$ cat src/rtl/pc_sequencer.sv
// Fetch PC sequencer: bounded in-flight fetch tracking, in-order response pairing and redirect drain.
// Define PC_SEQ_MISALIGN_TRAP_EN to halt with fault on a misaligned redirect instead of masking it.
module pc_sequencer #(
  parameter int unsigned      XLEN         = 32,
  parameter logic [XLEN-1:0]  RESET_VECTOR = '0,
  parameter int unsigned      STEP         = 4,
  parameter int unsigned      DEPTH        = 2
) (
  input  logic            clock,
  input  logic            reset,
  output logic            req_valid,
  input  logic            req_ready,
  output logic [XLEN-1:0] req_addr,
  input  logic            rsp_valid,
  input  logic [31:0]     rsp_data,
  output logic            out_valid,
  input  logic            out_ready,
  output logic [31:0]     out_inst,
  output logic [XLEN-1:0] out_addr,
  input  logic            redirect_valid,
  input  logic [XLEN-1:0] redirect_target,
  output logic            fault
);

  localparam int PW = (DEPTH > 1) ? $clog2(DEPTH) : 1;
  localparam int CW = $clog2(DEPTH + 1);
  localparam logic [PW-1:0] LAST = PW'(DEPTH - 1);
  localparam logic [CW:0]   FULL = (CW+1)'(DEPTH);

  // state    | meaning
  // ST_RUN   | issuing, every pending response is kept
  // ST_DRAIN | issuing, oldest drop_q responses belong to the abandoned path
  // ST_HALT  | misaligned redirect seen: no issue, all pending responses dropped
  typedef enum logic [1:0] {ST_RUN, ST_DRAIN, ST_HALT} state_e;

  state_e          state_q, state_d;
  logic [XLEN-1:0] pc_q, pc_d;
  logic [CW-1:0]   pend_cnt_q, pend_cnt_d, cmp_cnt_q, cmp_cnt_d, drop_q, drop_d;
  logic [PW-1:0]   pend_rd_q, pend_rd_d, pend_wr_q, pend_wr_d;
  logic [PW-1:0]   cmp_rd_q, cmp_rd_d, cmp_wr_q, cmp_wr_d;
  logic            req_valid_q, req_valid_d, fault_q, fault_d;
  logic [XLEN-1:0] pend_addr_q [DEPTH];
  logic [31:0]     cmp_inst_q  [DEPTH];
  logic [XLEN-1:0] cmp_addr_q  [DEPTH];
  logic            req_fire, rsp_fire, out_fire, keep, cmp_push, misaligned;
  logic [XLEN-1:0] target;
  logic [CW:0]     occ_d;

  function automatic logic [PW-1:0] ptr_inc(input logic [PW-1:0] p);
    return (p == LAST) ? '0 : p + 1'b1;
  endfunction

  always_comb begin
    req_fire = req_valid_q & req_ready;
    rsp_fire = rsp_valid & (pend_cnt_q != '0);
    out_fire = (cmp_cnt_q != '0) & out_ready;
    keep     = rsp_fire & (drop_q == '0);
`ifdef PC_SEQ_MISALIGN_TRAP_EN
    target     = redirect_target;
    misaligned = (redirect_target[1:0] != 2'b00);
`else
    target     = redirect_target & ~XLEN'(3);
    misaligned = 1'b0;
`endif
    state_d = state_q;
    pc_d    = pc_q;
    fault_d = fault_q;

    pend_wr_d  = req_fire ? ptr_inc(pend_wr_q) : pend_wr_q;
    pend_rd_d  = rsp_fire ? ptr_inc(pend_rd_q) : pend_rd_q;
    pend_cnt_d = pend_cnt_q + CW'(req_fire) - CW'(rsp_fire);

    cmp_push  = keep;
    cmp_wr_d  = keep ? ptr_inc(cmp_wr_q) : cmp_wr_q;
    cmp_rd_d  = out_fire ? ptr_inc(cmp_rd_q) : cmp_rd_q;
    cmp_cnt_d = cmp_cnt_q + CW'(keep) - CW'(out_fire);

    drop_d = drop_q - CW'(rsp_fire & ~keep);

    if (req_fire) pc_d = pc_q + XLEN'(STEP);
    if (state_q == ST_DRAIN && drop_d == '0) state_d = ST_RUN;

    // Everything still pending after this cycle's handshakes is from the old path,
    // including a request accepted in this very cycle.
    if (redirect_valid) begin
      cmp_push  = 1'b0;
      cmp_wr_d  = cmp_wr_q;
      cmp_rd_d  = cmp_wr_q;
      cmp_cnt_d = '0;
      drop_d    = pend_cnt_d;
      if (misaligned) begin
        state_d = ST_HALT;
        fault_d = 1'b1;
      end else begin
        pc_d    = target;
        fault_d = 1'b0;
        state_d = (pend_cnt_d != '0) ? ST_DRAIN : ST_RUN;
      end
    end

    occ_d       = {1'b0, pend_cnt_d} + {1'b0, cmp_cnt_d};
    req_valid_d = (state_d != ST_HALT) && (occ_d < FULL);
  end

  always_ff @(posedge clock or posedge reset) begin
    if (reset) begin
      state_q     <= ST_RUN;
      pc_q        <= RESET_VECTOR;
      pend_cnt_q  <= '0;
      pend_rd_q   <= '0;
      pend_wr_q   <= '0;
      cmp_cnt_q   <= '0;
      cmp_rd_q    <= '0;
      cmp_wr_q    <= '0;
      drop_q      <= '0;
      req_valid_q <= 1'b0;
      fault_q     <= 1'b0;
    end else begin
      state_q     <= state_d;
      pc_q        <= pc_d;
      pend_cnt_q  <= pend_cnt_d;
      pend_rd_q   <= pend_rd_d;
      pend_wr_q   <= pend_wr_d;
      cmp_cnt_q   <= cmp_cnt_d;
      cmp_rd_q    <= cmp_rd_d;
      cmp_wr_q    <= cmp_wr_d;
      drop_q      <= drop_d;
      req_valid_q <= req_valid_d;
      fault_q     <= fault_d;
    end
  end

  always_ff @(posedge clock) begin
    if (req_fire) pend_addr_q[pend_wr_q] <= pc_q;
    if (cmp_push) begin
      cmp_inst_q[cmp_wr_q] <= rsp_data;
      cmp_addr_q[cmp_wr_q] <= pend_addr_q[pend_rd_q];
    end
  end

  assign req_valid = req_valid_q;
  assign req_addr  = pc_q;
  assign out_valid = (cmp_cnt_q != '0);
  assign out_inst  = cmp_inst_q[cmp_rd_q];
  assign out_addr  = cmp_addr_q[cmp_rd_q];
  assign fault     = fault_q;

endmodule

$ cat config.mk
export PLATFORM = sky130hd
export DESIGN_NAME = pc_sequencer
export DESIGN_NICKNAME = d
export VERILOG_FILES = /design/src/rtl/pc_sequencer.sv
export SDC_FILE = /design/constraint.sdc
export NUM_CORES = 1
export LEC_CHECK = 0
export ABC_AREA = 1
export BUFFER_PORTS_ARGS = -buffer_cell sky130_fd_sc_hd__clkbuf_2
export CAP_MARGIN = 20
export CORE_MARGIN = 1
export CORE_UTILIZATION = 50
export CTS_CLUSTER_SIZE = 14
export DETAILED_ROUTE_END_ITERATION = 7
export PLACE_DENSITY = 0.79
export SYNTH_ARGS = -nofsm -noshare
export SYNTH_HDL_FRONTEND = slang
export SYNTH_SLANG_ARGS = --single-unit
$ cat constraint.sdc
create_clock -name clock -period 4.1 [get_ports clock]
set_clock_uncertainty 0.2 [all_clocks]
set_input_delay 0.205 -clock clock [delete_from_list [all_inputs] [get_ports clock]]
set_output_delay 0.205 -clock clock [all_outputs]
set_load 0.05 [all_outputs]
==> results.sh <==
export IMPL_diodes=0
export IMPL_place_area_mm2=0.0106
export IMPL_worst_slew_pin_transition_ns=0.942
export IMPL_cts_buffers=23
export IMPL_tns_ns=0
export IMPL_drt_total_wl_um=20800
export IMPL_fin_util_pct=64.4
export IMPL_drive_gt1_share_pct=20.3
export IMPL_synth_simple_area_share_pct=22.6
export IMPL_layout_common_cells="nand2_1 (416), edfxtp_1 (184), clkbuf_2 (161)"
export IMPL_dieArea_mm2=0.0197
export IMPL_die_h_um=140
export IMPL_pin_count=169
export IMPL_finalCriticalPeriod_ns=2.52
export IMPL_crit_required_ns=4.34
export IMPL_syn_area_per_cell_um2=10.6
export IMPL_core_area_mm2=0.0187
export IMPL_synth_xor_area_share_pct=1.19
export IMPL_power_mw=8.43
export IMPL_start_util_pct=51.1
export IMPL_h_tree_depth=1
export IMPL_ys_types=36
export IMPL_worstSkewPairLatency_ns=0.49
export IMPL_muxShareOfSynthArea_pct=0
export IMPL_status="finished, final reports clean"
export IMPL_root_buffer="clkbuf_16"
export IMPL_drt_iter0_markers=366
export IMPL_via_count=6943
export IMPL_clkSinkCount=227
export IMPL_grt_pass1_wl_um=33300
export IMPL_yosysSeqAreaShare_pct=69.0
export IMPL_fin_hold_ws_ns=0.190
export IMPL_netlist_area_mm2=0.00956
export IMPL_antenna_found_initial=0
export IMPL_p_leak_nw=5.26
export IMPL_avgRoutedWirePerCell_um=15.0
export IMPL_cts_clk_slew_worst_paths_ns=0.06
export IMPL_overflow=0
export IMPL_worst_slack_ns=1.58
export IMPL_cts_tree="yes"
export IMPL_hold_class="in2async"
export IMPL_grt_max_degree=64
export IMPL_critical_path_max_fanout=4
export IMPL_synth_compound_area_share_pct=2.43
export IMPL_cts_buffer_depth=3
export IMPL_end_kind="register"
export IMPL_critPathArrivalTime_ns=2.76
export IMPL_io_buffers=161
export IMPL_worst_setup_path_start_kind="register"
export IMPL_mostFrequentLayoutCell="nand2_1"
export IMPL_syn2layout_area_growth_pct=26.0
export IMPL_fp_dieW_um=140
export IMPL_grt_setup_unrepaired="no"
export IMPL_drc=0
export IMPL_first_pass_iters=5
export IMPL_synth_seq_cells=227
export IMPL_grt_pass1_vias=6840
export IMPL_synth_adder_area_share_pct=0.994
export IMPL_dp_hpwl_um=12800
export IMPL_gp_congestion=0.861
export IMPL_placed_cells=1274
export IMPL_stdcell_count=1384
export IMPL_fillers=1379
export IMPL_vias_per_cell=5.02
export IMPL_post_place_ws_ns=1.56
export IMPL_design_area_mm2=0.0120
export IMPL_layout_worst_path_cycle_share_pct=61.4
export IMPL_hold_viol=0
export IMPL_track_usage_pct=21.4
export IMPL_rows=50
export IMPL_synth_top_family_by_area="simple AND/OR/NAND/NOR gates"
export IMPL_maxSlewViolCount=0
export IMPL_ys_warn_count=0
export IMPL_max_freq_mhz=397
export IMPL_vdd_drop_max_mv=0.405
export IMPL_netlist_instances=898
export IMPL_max_slew_margin_pct=37.1
export IMPL_maxCapViolCount=0
export IMPL_setup_viol=0
export IMPL_r2r_cells=10
export IMPL_power_density_mw_per_mm2=699
export IMPL_critPathKind="reg2reg"
export IMPL_cts_setup_buffers=0
export IMPL_fin_nets=1211
export IMPL_ant_nets=0
[flip-flops by register name, summed over array words and instances (netlist names)]
register and count:
cmp_inst_q 64, cmp_addr_q 60, pend_addr_q 60, req_addr 30
cmp_cnt_q 2, drop_q 2, pend_cnt_q 2, state_q 2
cmp_rd_q 1, cmp_wr_q 1, pend_rd_q 1, pend_wr_q 1
req_valid 1
[per-layer routing]
| layer | wire length, µm | up-vias | GRT usage, % | part of all wire (%) |
|---|---|---|---|---|
| met2 | 10600 | 227 | 38.0 | 51 |
| li1 | - | 3414 | - | - |
| met5 | 0 | - | 0 | 0 |
| met1 | 8400 | 3267 | 26.7 | 40 |
| met4 | 413 | 0 | 6.42 | 2.0 |
| met3 | 1380 | 35 | 3.62 | 6.6 |
[cells in the mapped netlist]
cell      count  area share [%]
buf_1         2           0.079
a21oi_1       2            0.10
dfrtp_1      43              11
nand4_1       1           0.065
and2_2        1           0.079
o21a_1        2            0.16
nor2_4        8            0.94
buf_4         6            0.47
buf_6         1            0.12
buf_2         6            0.31
a31oi_1       1           0.065
edfxtp_1    184              58
nand2_2       5            0.33
nand2_4       2            0.24
ha_1          6            0.79
nand2_1     416              16
nor2_2        4            0.26
clkbuf_1     18            0.71
o21bai_1      9            0.71
o221ai_1      1           0.092
or2_2         2            0.13
fa_1          1            0.21
inv_2         3            0.12
a22o_1        1           0.092
o21ai_0      17            0.89
and3_1        1           0.065
inv_1        49             1.9
and2_1        2            0.13
xnor2_1       5            0.46
o311ai_0      1           0.092
conb_1        1           0.039
o211ai_1      3            0.24
nor3_1        1           0.052
xor2_1        8            0.73
nor2_1       37             1.5
nand3_1      48             2.5
[power breakdown]
part	internal, mW	leakage (nW)	switching (mW)
registers	2.99	2.20	0.224
clock network	1.18	0.353	0.821
logic	0.743	2.70	2.47
[cell families after synthesis]
| family | after synthesis |
|---|---|
| AO/OA/AOI/OAI | 37 |
| adder cells (fa/ha/maj) | 7 |
| buffers and inverters | 85 |
| XOR/XNOR | 13 |
| flip-flops | 227 |
| other | 1 |
| AND/OR/NAND/NOR | 528 |
[final cells by class]
type | instances | area, µm² | area share (%)
clock buffers | 33 | 656 | 5.44
well taps | 234 | 293 | 2.43
flip-flops and latches | 227 | 6600 | 54.8
inverters | 52 | 195 | 1.62
clock inverters | 8 | 70.1 | 0.582
multi-input cells | 590 | 2640 | 21.9
repair buffers | 240 | 1590 | 13.2
[what timing repair did]
action | 4_1_cts | 5_1_grt
hold endpoints to repair | 142 | 0
gates resized for setup | 0 | 0
hold buffers | 68 | 0
[worst max-delay path: stages, from the launching register on]
cell	delay, ns
dfrtp_1	0.38
o21a_1	0.26
ha_1	0.30
inv_1	0.04
ha_1	0.18
xnor2_1	0.13
xnor2_1	0.29
fa_1	0.45
nor2_1	0.12
nand2_1	0.07
inv_1	0.05
[worst paths after layout]
kind	from	endpoint	slack [ns]
max	pend_cnt_q[1]	req_valid	1.58
min	reset	req_addr[5]	0.19
max reg2reg	pend_cnt_q[1]	req_valid	1.58
min reg2reg	state_q[1]	state_q[1]	0.32
max in group asynchronous	reset	cmp_rd_q	3.10
min in group clock	rsp_data[0]	cmp_inst_q[0][0]	0.24
No activity file was read; power rests on OpenSTA's default activity.
